===== config.mk =====
export PLATFORM = sky130hd
export DESIGN_NAME = pc_fetch_unit_flat
export DESIGN_NICKNAME = d
export VERILOG_FILES = /design/src/rtl/cpu_pkg.sv /design/src/rtl/pc_fetch_unit_if.sv /design/src/rtl/pc_next_sel.sv /design/src/rtl/pc_fetch_unit.sv /design/src/flat_wrapper.sv
export SDC_FILE = /design/constraint.sdc
export NUM_CORES = 1
export LEC_CHECK = 0
export BUFFER_PORTS_ARGS = -buffer_cell sky130_fd_sc_hd__buf_4
export CAP_MARGIN = 20
export CELL_PAD_IN_SITES_DETAIL_PLACEMENT = 2
export CELL_PAD_IN_SITES_GLOBAL_PLACEMENT = 2
export CORE_AREA = 2 2 92 102
export CTS_BUF_LIST = sky130_fd_sc_hd__clkbuf_8
export CTS_CLUSTER_DIAMETER = 80
export DETAILED_ROUTE_END_ITERATION = 6
export DIE_AREA = 0 0 94 104
export PLACE_DENSITY = 0.9
export RECOVER_POWER = 25
export SLEW_MARGIN = 20
export SYNTH_ARGS = -nofsm -noshare
export SYNTH_HDL_FRONTEND = slang
export SYNTH_SLANG_ARGS = --single-unit

===== constraint.sdc =====
create_clock -name clk -period 4.5 [get_ports clk]
set_input_delay 0.45 -clock clk [delete_from_list [all_inputs] [get_ports clk]]
set_output_delay 0.45 -clock clk [all_outputs]
set_load 0.01 [all_outputs]

===== src/rtl/cpu_pkg.sv =====
// Shared fetch-stage definitions: default widths, vectors and the fetch FSM encoding.
package cpu_pkg;

   localparam int          XLEN_DEFAULT         = 32;
   localparam logic [31:0] RESET_VECTOR_DEFAULT = 32'h0000_0000;
   localparam logic [31:0] TRAP_VECTOR_DEFAULT  = 32'h0000_0100;
   localparam int          STEP_DEFAULT         = 4;

   typedef enum logic [1:0] {
      BOOT   = 2'd0,
      RUN    = 2'd1,
      HALTED = 2'd2
   } fetch_state_e;

endpackage


===== src/rtl/pc_fetch_unit_if.sv =====
// Fetch-unit control and imem request bundle; the fetch unit is the master side.
interface pc_fetch_unit_if
   import cpu_pkg::*;
#(
   parameter int XLEN = XLEN_DEFAULT
);

   logic            stall;
   logic            branch;
   logic [XLEN-1:0] branch_target;
   logic            trap;
   logic            halt;
   logic            resume;
   logic            fetch_ready;
   logic            fetch_valid;
   logic [XLEN-1:0] pc;
   logic [XLEN-1:0] pc_plus_step;
   logic            misaligned;

   modport master (
      input  stall, branch, branch_target, trap, halt, resume, fetch_ready,
      output fetch_valid, pc, pc_plus_step, misaligned
   );

   modport slave (
      output stall, branch, branch_target, trap, halt, resume, fetch_ready,
      input  fetch_valid, pc, pc_plus_step, misaligned
   );

endinterface


===== src/rtl/pc_next_sel.sv =====
// Next-PC priority mux: trap, then branch (aligned or misaligned), then sequential advance.
module pc_next_sel
   import cpu_pkg::*;
#(
   parameter int              XLEN        = XLEN_DEFAULT,
   parameter logic [XLEN-1:0] TRAP_VECTOR = XLEN'(TRAP_VECTOR_DEFAULT),
   parameter int              STEP        = STEP_DEFAULT
) (
   input  logic [XLEN-1:0] pc_i,
   input  logic [XLEN-1:0] pc_plus_step_i,
   input  logic [XLEN-1:0] branch_target_i,
   input  logic            trap_i,
   input  logic            branch_i,
   input  logic            in_run_i,
   input  logic            accept_i,
   output logic [XLEN-1:0] pc_next_o,
   output logic            misaligned_o
);

   localparam int ALIGN_BITS = $clog2(STEP);

   logic target_misaligned;

   assign target_misaligned = |branch_target_i[ALIGN_BITS-1:0];

   always_comb begin
      pc_next_o    = pc_i;
      misaligned_o = 1'b0;
      if (trap_i) begin
         pc_next_o = TRAP_VECTOR;
      end else if (branch_i && in_run_i) begin
         // A bad target is turned into a trap redirect rather than fetched.
         if (target_misaligned) begin
            pc_next_o    = TRAP_VECTOR;
            misaligned_o = 1'b1;
         end else begin
            pc_next_o = branch_target_i;
         end
      end else if (accept_i) begin
         pc_next_o = pc_plus_step_i;
      end
   end

endmodule


===== src/rtl/pc_fetch_unit.sv =====
// Fetch-stage program counter: BOOT/RUN/HALTED sequencing, imem request handshake and redirects.
module pc_fetch_unit
   import cpu_pkg::*;
#(
   parameter int              XLEN         = XLEN_DEFAULT,
   parameter logic [XLEN-1:0] RESET_VECTOR = XLEN'(RESET_VECTOR_DEFAULT),
   parameter logic [XLEN-1:0] TRAP_VECTOR  = XLEN'(TRAP_VECTOR_DEFAULT),
   parameter int              STEP         = STEP_DEFAULT
) (
   input  logic             clk,
   input  logic             rst_n,
   pc_fetch_unit_if.master  bus
);

   localparam logic [XLEN-1:0] STEP_W = XLEN'(STEP);

   fetch_state_e    state_q, state_d;
   logic [XLEN-1:0] pc_q, pc_d;
   logic [XLEN-1:0] pc_plus_step;
   logic            misaligned_q, misaligned_d;
   logic            fetch_valid;
   logic            in_run;
   logic            accept;

   assign pc_plus_step = pc_q + STEP_W;
   assign accept       = fetch_valid && bus.fetch_ready && !bus.stall;

   always_ff @(posedge clk) begin
      if (!rst_n) begin
         state_q <= BOOT;
      end else begin
         state_q <= state_d;
      end
   end

   // halt is only honoured from RUN, so BOOT always completes its single cycle.
   always_comb begin
      state_d = state_q;
      case (state_q)
         BOOT:    state_d = RUN;
         RUN:     if (bus.halt) state_d = HALTED;
         HALTED:  if (bus.resume || bus.trap) state_d = RUN;
         default: state_d = BOOT;
      endcase
   end

   always_comb begin
      fetch_valid = 1'b0;
      in_run      = 1'b0;
      if (state_q == RUN) begin
         fetch_valid = 1'b1;
         in_run      = 1'b1;
      end
   end

   pc_next_sel #(
      .XLEN        (XLEN),
      .TRAP_VECTOR (TRAP_VECTOR),
      .STEP        (STEP)
   ) u_pc_next_sel (
      .pc_i            (pc_q),
      .pc_plus_step_i  (pc_plus_step),
      .branch_target_i (bus.branch_target),
      .trap_i          (bus.trap),
      .branch_i        (bus.branch),
      .in_run_i        (in_run),
      .accept_i        (accept),
      .pc_next_o       (pc_d),
      .misaligned_o    (misaligned_d)
   );

   // Reset clears the pending pulse as well, so no stale misaligned survives it.
   always_ff @(posedge clk) begin
      if (!rst_n) begin
         pc_q         <= RESET_VECTOR;
         misaligned_q <= 1'b0;
      end else begin
         pc_q         <= pc_d;
         misaligned_q <= misaligned_d;
      end
   end

   assign bus.fetch_valid  = fetch_valid;
   assign bus.pc           = pc_q;
   assign bus.pc_plus_step = pc_plus_step;
   assign bus.misaligned   = misaligned_q;

endmodule

===== src/flat_wrapper.sv =====
// flat-port wrapper written by rule: the top's interface ports become plain ports
module pc_fetch_unit_flat import cpu_pkg::*;
#(
   parameter int              XLEN         = XLEN_DEFAULT,
   parameter logic [XLEN-1:0] RESET_VECTOR = XLEN'(RESET_VECTOR_DEFAULT),
   parameter logic [XLEN-1:0] TRAP_VECTOR  = XLEN'(TRAP_VECTOR_DEFAULT),
   parameter int              STEP         = STEP_DEFAULT
)
  (clk, rst_n, bus_stall, bus_branch, bus_branch_target, bus_trap, bus_halt, bus_resume, bus_fetch_ready, bus_fetch_valid, bus_pc, bus_pc_plus_step, bus_misaligned);
  pc_fetch_unit_if #(.XLEN(XLEN)) bus_i ();
  input  logic clk;
  input  logic rst_n;
  input wire logic [$bits(bus_i.stall)-1:0] bus_stall;
  input wire logic [$bits(bus_i.branch)-1:0] bus_branch;
  input wire logic [$bits(bus_i.branch_target)-1:0] bus_branch_target;
  input wire logic [$bits(bus_i.trap)-1:0] bus_trap;
  input wire logic [$bits(bus_i.halt)-1:0] bus_halt;
  input wire logic [$bits(bus_i.resume)-1:0] bus_resume;
  input wire logic [$bits(bus_i.fetch_ready)-1:0] bus_fetch_ready;
  output wire logic [$bits(bus_i.fetch_valid)-1:0] bus_fetch_valid;
  output wire logic [$bits(bus_i.pc)-1:0] bus_pc;
  output wire logic [$bits(bus_i.pc_plus_step)-1:0] bus_pc_plus_step;
  output wire logic [$bits(bus_i.misaligned)-1:0] bus_misaligned;
  assign bus_i.stall = bus_stall;
  assign bus_i.branch = bus_branch;
  assign bus_i.branch_target = bus_branch_target;
  assign bus_i.trap = bus_trap;
  assign bus_i.halt = bus_halt;
  assign bus_i.resume = bus_resume;
  assign bus_i.fetch_ready = bus_fetch_ready;
  assign bus_fetch_valid = bus_i.fetch_valid;
  assign bus_pc = bus_i.pc;
  assign bus_pc_plus_step = bus_i.pc_plus_step;
  assign bus_misaligned = bus_i.misaligned;
  pc_fetch_unit #(.XLEN(XLEN), .RESET_VECTOR(RESET_VECTOR), .TRAP_VECTOR(TRAP_VECTOR), .STEP(STEP)) u_core (.clk(clk), .rst_n(rst_n), .bus(bus_i));
endmodule

=== Yosys cells after proc, flatten, opt, wreduce, memory -nomap -nowiden ===
Cells that the tools add are included.

* $add $sub $neg: 1
* Equal/unequal tests: 4
* Muxes and demuxes: 9
* Bitwise operators: 2
* Reductions and logical operators: 12

{| class="wikitable"
|+ Operators with widths
! kind !! count
|-
| $mux W32 || 3
|-
| $add A32 B3 Y32 const B || 1
|-
| $mux W9 || 1
|-
| $pmux W2 S3 || 1
|-
| $mux W2 || 2
|-
| $reduce_or A2 Y1 || 2
|-
| $logic_and A1 B1 Y1 || 3
|-
| $reduce_bool A3 Y1 || 1
|-
| $reduce_or A3 Y1 || 1
|-
| $eq A2 B1 Y1 const B || 1
|-
| $eq A2 B2 Y1 const B || 1
|-
| $logic_not A2 Y1 || 1
|-
| $mux W1 || 2
|-
| $ne A2 B1 Y1 const B || 1
|-
| $ne A2 B2 Y1 const B || 1
|-
| $not A1 Y1 || 2
|-
| $reduce_and A2 Y1 || 1
|-
| $reduce_bool A2 Y1 || 1
|-
| $logic_not A1 Y1 || 1
|-
| $logic_or A1 B1 Y1 || 1
|}

* Flip-flop bits (word level): 35
* Bits of input ports: 40
* Output and inout port bits: 66
* Word-level logic and storage cells: 32

=== Logic depth before layout (Yosys ltp) ===
Gate-level depths: netlist of run 1.

* Word-level depth: 7
* Mapped depth: 7
* Mapped depth without buffers: 6

=== Modules after synthesis ===
From an unflattened synthesis of run 1, not the netlist that was laid out.

* Cells, all modules: 254
* Area, all modules: 2,547.4 um^2

{| class="wikitable"
|+ Modules (own cells, without submodules)
! module !! instances !! cells an instance !! area each (um^2) !! seq. area each (um^2)
|-
| pc_fetch_unit || 1 || 171 || 1,637.8 || 700.7
|-
| pc_next_sel || 1 || 83 || 909.6 || 0.0
|}

=== Worst setup path before layout of run 1 ===
Ideal clock, no wire load.

* Path type: reg-to-output
* From: register u_core.pc_q[15], in the netlist u_core.bus.pc[15]
* To: output port bus_pc_plus_step[30]
* Arrival: 1,850 ps
* Data required time: 4,050 ps
* Slack: 2,200 ps
* Cell stages (with the launch flop): 7
* Path buffers: 1
* Path through: dfxtp_1 clkbuf_1 nand4_1 or4_4 nor3_2 nand2_1 xnor2_1

* Longest elaborated chain between the ends: 1

{| class="wikitable"
|+ RTL lines
! what !! line !! text
|-
| start: declaration || pc_fetch_unit.sv:18 || <nowiki>logic [XLEN-1:0] pc_q, pc_d;</nowiki>
|-
| start signal: assignment || pc_fetch_unit.sv:78 || <nowiki>pc_q <= pc_d;</nowiki>
|-
| $add A32 B3 Y32 || pc_fetch_unit.sv:25 || <nowiki>assign pc_plus_step = pc_q + STEP_W;</nowiki>
|-
| end: declaration || flat_wrapper.sv:22 || <nowiki>output wire logic [$bits(bus_i.pc_plus_step)-1:0] bus_pc_plus_step;</nowiki>
|}

Every way passes these cells.

=== Worst setup path after layout of run 1 ===
* From: register u_core.pc_q[16], in the netlist u_core.bus.pc[16]
* To: output port bus_pc_plus_step[30]

Same word-level chain as after synthesis.

==> results of run 1 <==
-- cell families (layout without fill, tap and decap cells) --
logic type                 count (synthesis)  count (layout)  synth area share [%]
DFF                                       35              35                 28.35
xor gates and xnor gates                  31              31                 10.99
muxes                                      2               2                0.8102
adders and majority gates                  1               1                0.5062
AOI/OAI and AO/OA                         84              84                 23.70
buffers and inverters                     32             124                 5.468
and+or+nand+nor                          125             125                 30.18
-- cell type report --
class                      instances  share of cell area [%]
multi-input combinational        243                   48.72
timing repair buffer             110                   22.14
sequential                        35                   20.76
tap                              114                   4.227
clock buffer                       6                   2.447
clock inverter                     2                   1.038
inverter                           6                  0.6674
-- cells in the mapped netlist, types with 3 or more instances --
| master | count |
|---|---|
| and2_1 | 5 |
| nor3_1 | 12 |
| nor4_1 | 3 |
| and4_1 | 4 |
| o21a_1 | 3 |
| nor4_2 | 3 |
| clkbuf_1 | 17 |
| and3_1 | 5 |
| nand4_1 | 7 |
| buf_2 | 5 |
| nand2_1 | 18 |
| xnor2_1 | 19 |
| nand3_1 | 19 |
| a221oi_1 | 6 |
| a32oi_1 | 3 |
| a21oi_1 | 7 |
| o21ai_1 | 4 |
| a32o_1 | 5 |
| o22ai_1 | 3 |
| nor2b_1 | 4 |
| a22o_1 | 3 |
| o211ai_1 | 3 |
| a31oi_1 | 11 |
| inv_1 | 6 |
| nor2_1 | 25 |
| a22oi_1 | 8 |
| o21ai_0 | 16 |
| dfxtp_1 | 35 |
| xor2_1 | 12 |
| or3_1 | 4 |
-- stage by stage --
stage,std cells,worst slack (ns)
floorplan,310,2.200
global placement,508,2.036
detailed placement,508,1.969
CTS,516,1.618
global route,516,1.487
finish,516,1.624
-- layer usage --
layer	routed length (um)	global-route usage, %	up-vias	part of all wire, %
li1	-	-	1350	-
met5	0	0	-	0
met1	4396	26.47	1462	42
met3	375	3.478	14	3.6
met4	189	7.764	0	1.8
met2	5589	38.98	75	53
-- sequential cells by signal, summed over array words and instances, names as in the netlist, named ones only --
register and count:
u_core.state_q 2, u_core.bus.misaligned 1, u_core.bus.pc 30
-- worst max-delay path by stage --
stage / start / endpoint / slack (ns) / cells past startpoint
3_5_place_dp: u_core.bus.pc[11] / bus_pc_plus_step[30] / 1.97 / 6
4_1_cts: u_core.bus.pc[11] / bus_pc_plus_step[30] / 1.62 / 6
2_1_floorplan: u_core.bus.pc[15] / bus_pc_plus_step[30] / 2.20 / 6
5_1_grt: u_core.bus.pc[11] / bus_pc_plus_step[30] / 1.49 / 6
6_report: u_core.bus.pc[16] / bus_pc_plus_step[30] / 1.62 / 6
3_3_place_gp: u_core.bus.pc[11] / bus_pc_plus_step[30] / 2.04 / 6
-- where the power goes --
| group | internal [mW] | total (mW) | switching [mW] |
|---|---|---|---|
| combinational | 0.0486 | 0.108 | 0.0595 |
| sequential | 0.315 | 0.324 | 0.00954 |
| clock | 0.180 | 0.308 | 0.128 |
-- tightest hold or removal path, cell delays in order --
cell and delay, ns:
buf_4 0.08, nand3_1 0.05, o21ai_0 0.06
==> out/qor.yml, run 1 <==
outcome:
  status: "complete, no violations"
worst_setup_path:
  critPathMaxStageDelay_ns: 0.62
  crit_path_top_delay_cell: "or4_4"
  cp-end-kind: "primary output"
  reg2reg_depth: 6
  arrival_ns: 2.43
  required_ns: 4.05
  r2r_end: "u_core.bus.pc[25]"
  path_cells: "nand3_1 > or4_4 > nor3_2 > nand2_1 > xnor2_1 > buf_4"
  cp-start-kind: "flop"
  r2r_setup_slack_ns: 2.23
  path_delay_family: "simple AND/OR/NAND/NOR gates"
  path_class: "reg -> out"
  reg2reg_from: "u_core.state_q[0]"
  worst-path-max-fanout: 10
  crit_buf_inv: 1
synthesis:
  synth.lib_cells_used.distinct: 58
  synth_cells: 310
  synth_edf_count: 0
  yosys-top-cells-area: "dfxtp_1, xnor2_1, xor2_1"
  yosysTopAreaCellShare_pct: 28.35
  avgSynthCellArea_um2: 7.971
  synth_ff_type: "dfxtp_1"
  yosysSeqAreaShare_pct: 28.35
  synth_top_area_cell: "dfxtp_1"
  synth-async-reset-ratio_pct: 0
  syn_area_um2: 2471
  syn_nets: 351
  yosys_warnings: 0
  synth_seq_cells: 35
timing:
  relSlewSlack_pct: 46.89
  setup_viol: 0
  worstMarginPinSlew_ns: 0.7967
  hold_violations: 0
  setup-tns-final_ns: 0
  slew_violations: 0
  fin_skew_ns: 0.009718
  fin_crit_ns: 2.876
  rsz0062_at_grt: "false"
  post-route-period-util_pct: 63.90
  max_freq_mhz: 347.8
  worst_hold_slack_ns: 0.3716
finish:
  multi_input_area_um2: 1644
  post-route-util_pct: 38.42
  syn_to_final_growth_pct: 36.56
  nets: 442
  final_area_um2: 3374
  num_antenna_cells: 0
  drive_above_1_share_pct: 27.86
  layout_commonest_cell: "buf_4"
  num-fill-cells: 1049
  seq_area_um2: 700.7
  mostFrequentLayoutCells: "buf_4, dfxtp_1, nor2_1"
clock_tree:
  cts_made_buffers: 5
  cts_root_buf: "clkbuf_8"
  post_cts_resized: 0
  cts_tree: "yes"
  h-tree-depth: 2
  clk_pin_slew_worst_paths_ns: 0.08
  ctsHoldBuffers: 0
  clock_path_buffers: 2
  clkSinkCount: 35
  post_cts_buffers: 0
  clock_latency_ns: 0.30
routing:
  dr.first_iter.drc_count: 98
  drcViolationCount: 0
  drtPass1Iterations: 4
  avgRoutedWirePerCell_um: 20.45
  routed_wl_um: 10550
  final_antenna_net_count: 0
  vias: 2901
  viasPerCell: 5.622
floorplan:
  ios: 106
  rows: 36
  dieArea_um2: 9776
  coreArea_um2: 8783
  chipWidth_um: 94
  die_y_um: 104
  initial_core_util_pct: 28.13
global_routing:
  grt_pass1_wl_um: 17030
  grt_max_degree: 31
  antenna_found_initial: 0
  grt_pass1_vias: 3154
  grt.total_usage_pct: 22.01
  overflow: 0
power:
  p_leak_nw: 1.319
  p_total_mw: 0.7397
  vdd_drop_max_mv: 0.09974
  cellPowerDensity_nw_per_um2: 219.2
worst_hold_path:
  hp-start: "bus_branch_target[23]"
  min_to: "u_core.bus.pc[23]"
  min_path_type: "in -> reg"
  hold_depth: 3
placement:
  dpl.hpwl_um: 7737
  numPortBuffers: 105
  dpl_cell_area_um2: 3336
  gp_congestion: 0.8403
job:
  cap_viol_max_count: 0
(Power assumes the default switching activity.)
==> inputs of run 2 (changes only) <==
--- a/config.mk
+++ b/config.mk
@@ -5,16 +5,17 @@
 export SDC_FILE = /design/constraint.sdc
 export NUM_CORES = 1
 export LEC_CHECK = 0
+export ABC_AREA = 1
 export BUFFER_PORTS_ARGS = -buffer_cell sky130_fd_sc_hd__buf_4
 export CAP_MARGIN = 20
 export CELL_PAD_IN_SITES_DETAIL_PLACEMENT = 2
 export CELL_PAD_IN_SITES_GLOBAL_PLACEMENT = 2
-export CORE_AREA = 2 2 92 102
+export CORE_AREA = 2 2 98 109
 export CTS_BUF_LIST = sky130_fd_sc_hd__clkbuf_8
 export CTS_CLUSTER_DIAMETER = 80
 export DETAILED_ROUTE_END_ITERATION = 6
-export DIE_AREA = 0 0 94 104
-export PLACE_DENSITY = 0.9
+export DIE_AREA = 0 0 100 111
+export PLACE_DENSITY = 0.85
 export RECOVER_POWER = 25
 export SLEW_MARGIN = 20
 export SYNTH_ARGS = -nofsm -noshare
==> constraint.sdc (replaced) <==
create_clock -name clk -period 2.8 [get_ports clk]
set_input_delay 0.28 -clock clk [delete_from_list [all_inputs] [get_ports clk]]
set_output_delay 0.28 -clock clk [all_outputs]
set_load 0.01 [all_outputs]
==> run 2 against run 1 <==
Net effect: sequential share of layout area grew 0.24 points; synthesized area shrank 1.6%; first-iteration DRC count grew 24%; register-to-register slack lost 1.2 ns; critical path depth grew 2; synthesized cell count grew 21%.
==> out/qor.yml, run 2 <==
placement:
  dp_slack_ns: 0.9024  # -1.067 ns
  numPortBuffers: 105  # unchanged
  dpl.hpwl_um: 8059  # +4.2%
  gp_congestion: 0.7379  # -12%
job:
  cap_viol_max_count: 0  # unchanged
global_routing:
  grt_util_met1_pct: 22.20  # -4.3 points
  grt_pass1_vias: 3360  # +6.5%
  grt.total_usage_pct: 19.10  # -2.9 points
  use_met3_pct: 3.090  # -0.39 points
  met2_usage_pct: 35.41  # -3.6 points
  antenna_found_initial: 0  # unchanged
  overflow: 0  # unchanged
  grt_max_degree: 34  # +9.7%
  grt_pass1_wl_um: 16930  # -0.57%
  busiest_layer: "met2"
routing:
  final_antenna_net_count: 0  # unchanged
  drcViolationCount: 0  # unchanged
  vias: 2960  # +2.0%
  drtPass1Iterations: 4  # unchanged
  viasPerCell: 4.933  # -12%
  dr.first_iter.drc_count: 122  # +24%
  avgRoutedWirePerCell_um: 17.66  # -14%
  routed_wl_um: 10600  # +0.43%
timing:
  rsz0062_at_grt: "false"
  setup-tns-final_ns: 0  # unchanged
  fin_crit_ns: 2.204
  fin_ws_ns: 0.5960  # -1.029 ns
  post-route-period-util_pct: 78.72
  relSlewSlack_pct: 58.35  # +11 points
  fin_skew_ns: 0.005447  # -0.004270 ns
  hold_violations: 0  # unchanged
  worstMarginPinSlew_ns: 0.6240  # -0.1727 ns
  slew_violations: 0  # unchanged
  setup_viol: 0  # unchanged
  max_freq_mhz: 453.7
power:
  vdd_drop_max_mv: 0.1615  # +62%
  power_switching_mw: 0.3629  # +84%
  seq_power_share_pct: 46.3  # +2.5 points
  comb_power_share_pct: 20.4  # +5.8 points
  p_int_mw: 0.8176  # +51%
  p_sw_share_pct: 30.74  # +4.1 points
  clkPwrFrac_pct: 33.3  # -8.3 points
  p_leak_nw: 1.465  # +11%
  cellPowerDensity_nw_per_um2: 353.9  # +61%
synthesis:
  syn_nets: 417  # +19%
  synth.lib_cells_used.distinct: 31  # -47%
  yosys-top-cells-area: "dfxtp_1, nand2_1, a21oi_1"
  synth-async-reset-ratio_pct: 0  # unchanged
  yosysMostFrequentCell: "nand2_1"
  syn_area_um2: 2431  # -1.6%
  avgSynthCellArea_um2: 6.466  # -19%
  synth_seq_cells: 35  # unchanged
  synth_ff_type: "dfxtp_1"
  synth_edf_count: 0  # unchanged
  yosysSeqAreaShare_pct: 28.82  # +0.47 points
  yosysTopAreaCellShare_pct: 28.82  # +0.47 points
  yosys_warnings: 0  # unchanged
  synth_cells: 376  # +21%
  synthTopCellsByCount: "nand2_1, a21oi_1, dfxtp_1, nor2_1, o21ai_0"
  synth_top_area_cell: "dfxtp_1"
floorplan:
  ios: 106  # unchanged
  coreArea_um2: 10150  # +16%
  die_y_um: 111  # +6.7%
  chipWidth_um: 100  # +6.4%
  rows: 39  # +8.3%
  initial_core_util_pct: 23.95  # -4.2 points
  dieArea_um2: 11100  # +14%
finish:
  layout_commonest_cell: "nand2_1"
  largest_reg_flops: 30  # unchanged
  syn_to_final_growth_pct: 37.21
  num-fill-cells: 1293  # +23%
  drive_above_1_share_pct: 24.74  # -3.1 points
  nets: 518  # +17%
  num_antenna_cells: 0  # unchanged
  mostFrequentLayoutCells: "nand2_1, buf_4, a21oi_1"
worst_setup_path:
  crit_path_top_delay_cell: "dfxtp_1"
  reg2reg_depth: 7  # +1
  reg2reg_from: "u_core.state_q[1]"
  cp-end-kind: "primary output"
  required_ns: 2.52  # -1.53 ns
  worstSetupStartpoint: "u_core.bus.pc[3]"
  r2r_setup_slack_ns: 1.05  # -1.18 ns
  path_cells: "ha_1 > nand2_1 > nor2_2 > nand3b_1 > nor2_1 > nand2_1 > and2_1 > buf_4"
  r2r_end: "u_core.bus.pc[9]"
  path_class: "reg -> out"
  crit_top_cell: "nand2_1"
  critPathMaxStageDelay_ns: 0.39  # -0.23 ns
  arrival_ns: 1.92  # -0.51 ns
  cp-start-kind: "flop"
  worst-path-max-fanout: 4  # -6
clock_tree:
  cts_root_buf: "clkbuf_8"
  clkSinkCount: 35  # unchanged
  ctsHoldBuffers: 0  # unchanged
  post_cts_resized: 0  # unchanged
  post_cts_buffers: 0  # unchanged
  clk_pin_slew_worst_paths_ns: 0.07  # about the same
  h-tree-depth: 2  # unchanged
  cts_made_buffers: 5  # unchanged
  clock_path_buffers: 2  # unchanged
  cts_tree: "yes"
  clock_latency_ns: 0.29  # about the same
worst_hold_path:
  min_path_type: "in -> reg"
  hp-start: "bus_trap"
  hold_depth: 2  # -1
  min_to: "u_core.bus.misaligned"
outcome:
  status: "complete, no violations"
## run 2: cell count changes after synthesis, moves of 8 or more
cell	change
inv_1	+22
xor2_1	-8
clkbuf_1	-9
nor3_1	-11
o21ai_0	+15
nand2_1	+88
xnor2_1	-14
a31oi_1	-9
a21oi_1	+50
a22oi_1	-8
nor2_1	+10
## run 2: metal layers
| metal | routed length, um | vias to the layer above |
|---|---|---|
| li1 | - | 1408 |
| met1 | 4412 | 1452 |
| met2 | 5556 | 83 |
| met3 | 416 | 17 |
| met4 | 209 | 0 |
| met5 | 0 | - |
## run 2: layout make-up
cell class              count  area, um2  share of cell area [%]
clock buffers               6      82.58                   2.476
clock inverters             1      5.005                  0.1500
inverters                  29      108.9                   3.263
multi-input cells         296       1538                   46.10
flip-flops and latches     35      700.7                   21.01
well taps                 123      153.9                   4.614
repair buffers            110      747.0                   22.39
## run 2: metrics by stage
step	util, %	std cells	cell area (um2)	total power, mW	hold WS [ns]
3_3_place_gp	32.70	592	3319	0.7965	0.4505
4_1_cts	33.57	599	3407	1.216	0.1817
6_report	32.86	600	3336	1.180	0.2017
2_1_floorplan	-	376	2431	0.6637	0.3585
5_1_grt	32.86	600	3336	1.239	0.2077
3_5_place_dp	32.70	592	3319	0.8081	0.4605
## run 2: how the worst max path moves through the flow
stage	endpoint	slack, ns	cells after the start
after floorplan	bus_pc_plus_step[22]	1.14	7
after global placement	bus_pc_plus_step[20]	0.95	8
after detailed placement	bus_pc_plus_step[20]	0.90	8
after CTS	bus_pc_plus_step[20]	0.57	8
after global routing	bus_pc_plus_step[27]	0.44	8
final	bus_pc_plus_step[20]	0.60	8
## run 2: power by group through the flow
stage,Combinational [mW],Clock (mW),Sequential [mW]
finish,0.241,0.393,0.547
global route,0.267,0.422,0.551
CTS,0.250,0.419,0.547
detailed placement,0.250,0,0.559
global placement,0.240,0,0.557
floorplan,0.107,0,0.557
## run 2: worst max-delay path, delay by kind of cell (launching register included)
kind	cells	cell delay (ns)
AND/OR/NAND/NOR	6	0.88
buffers and inverters	1	0.14
adder cells (fa/ha/maj)	1	0.23
flip-flops	1	0.39
## run 2: logic make-up (layout without fill, tap and decap cells)
kind of cell / Yosys count / count (layout) / synth area share (%)
compound gates: 94 / 94 / 19.92
flops: 35 / 35 / 28.82
fa+ha+maj: 1 / 1 / 0.5146
xor+xnor: 14 / 14 / 6.588
simple gates: 187 / 187 / 36.23
buf+inv: 45 / 146 / 7.926
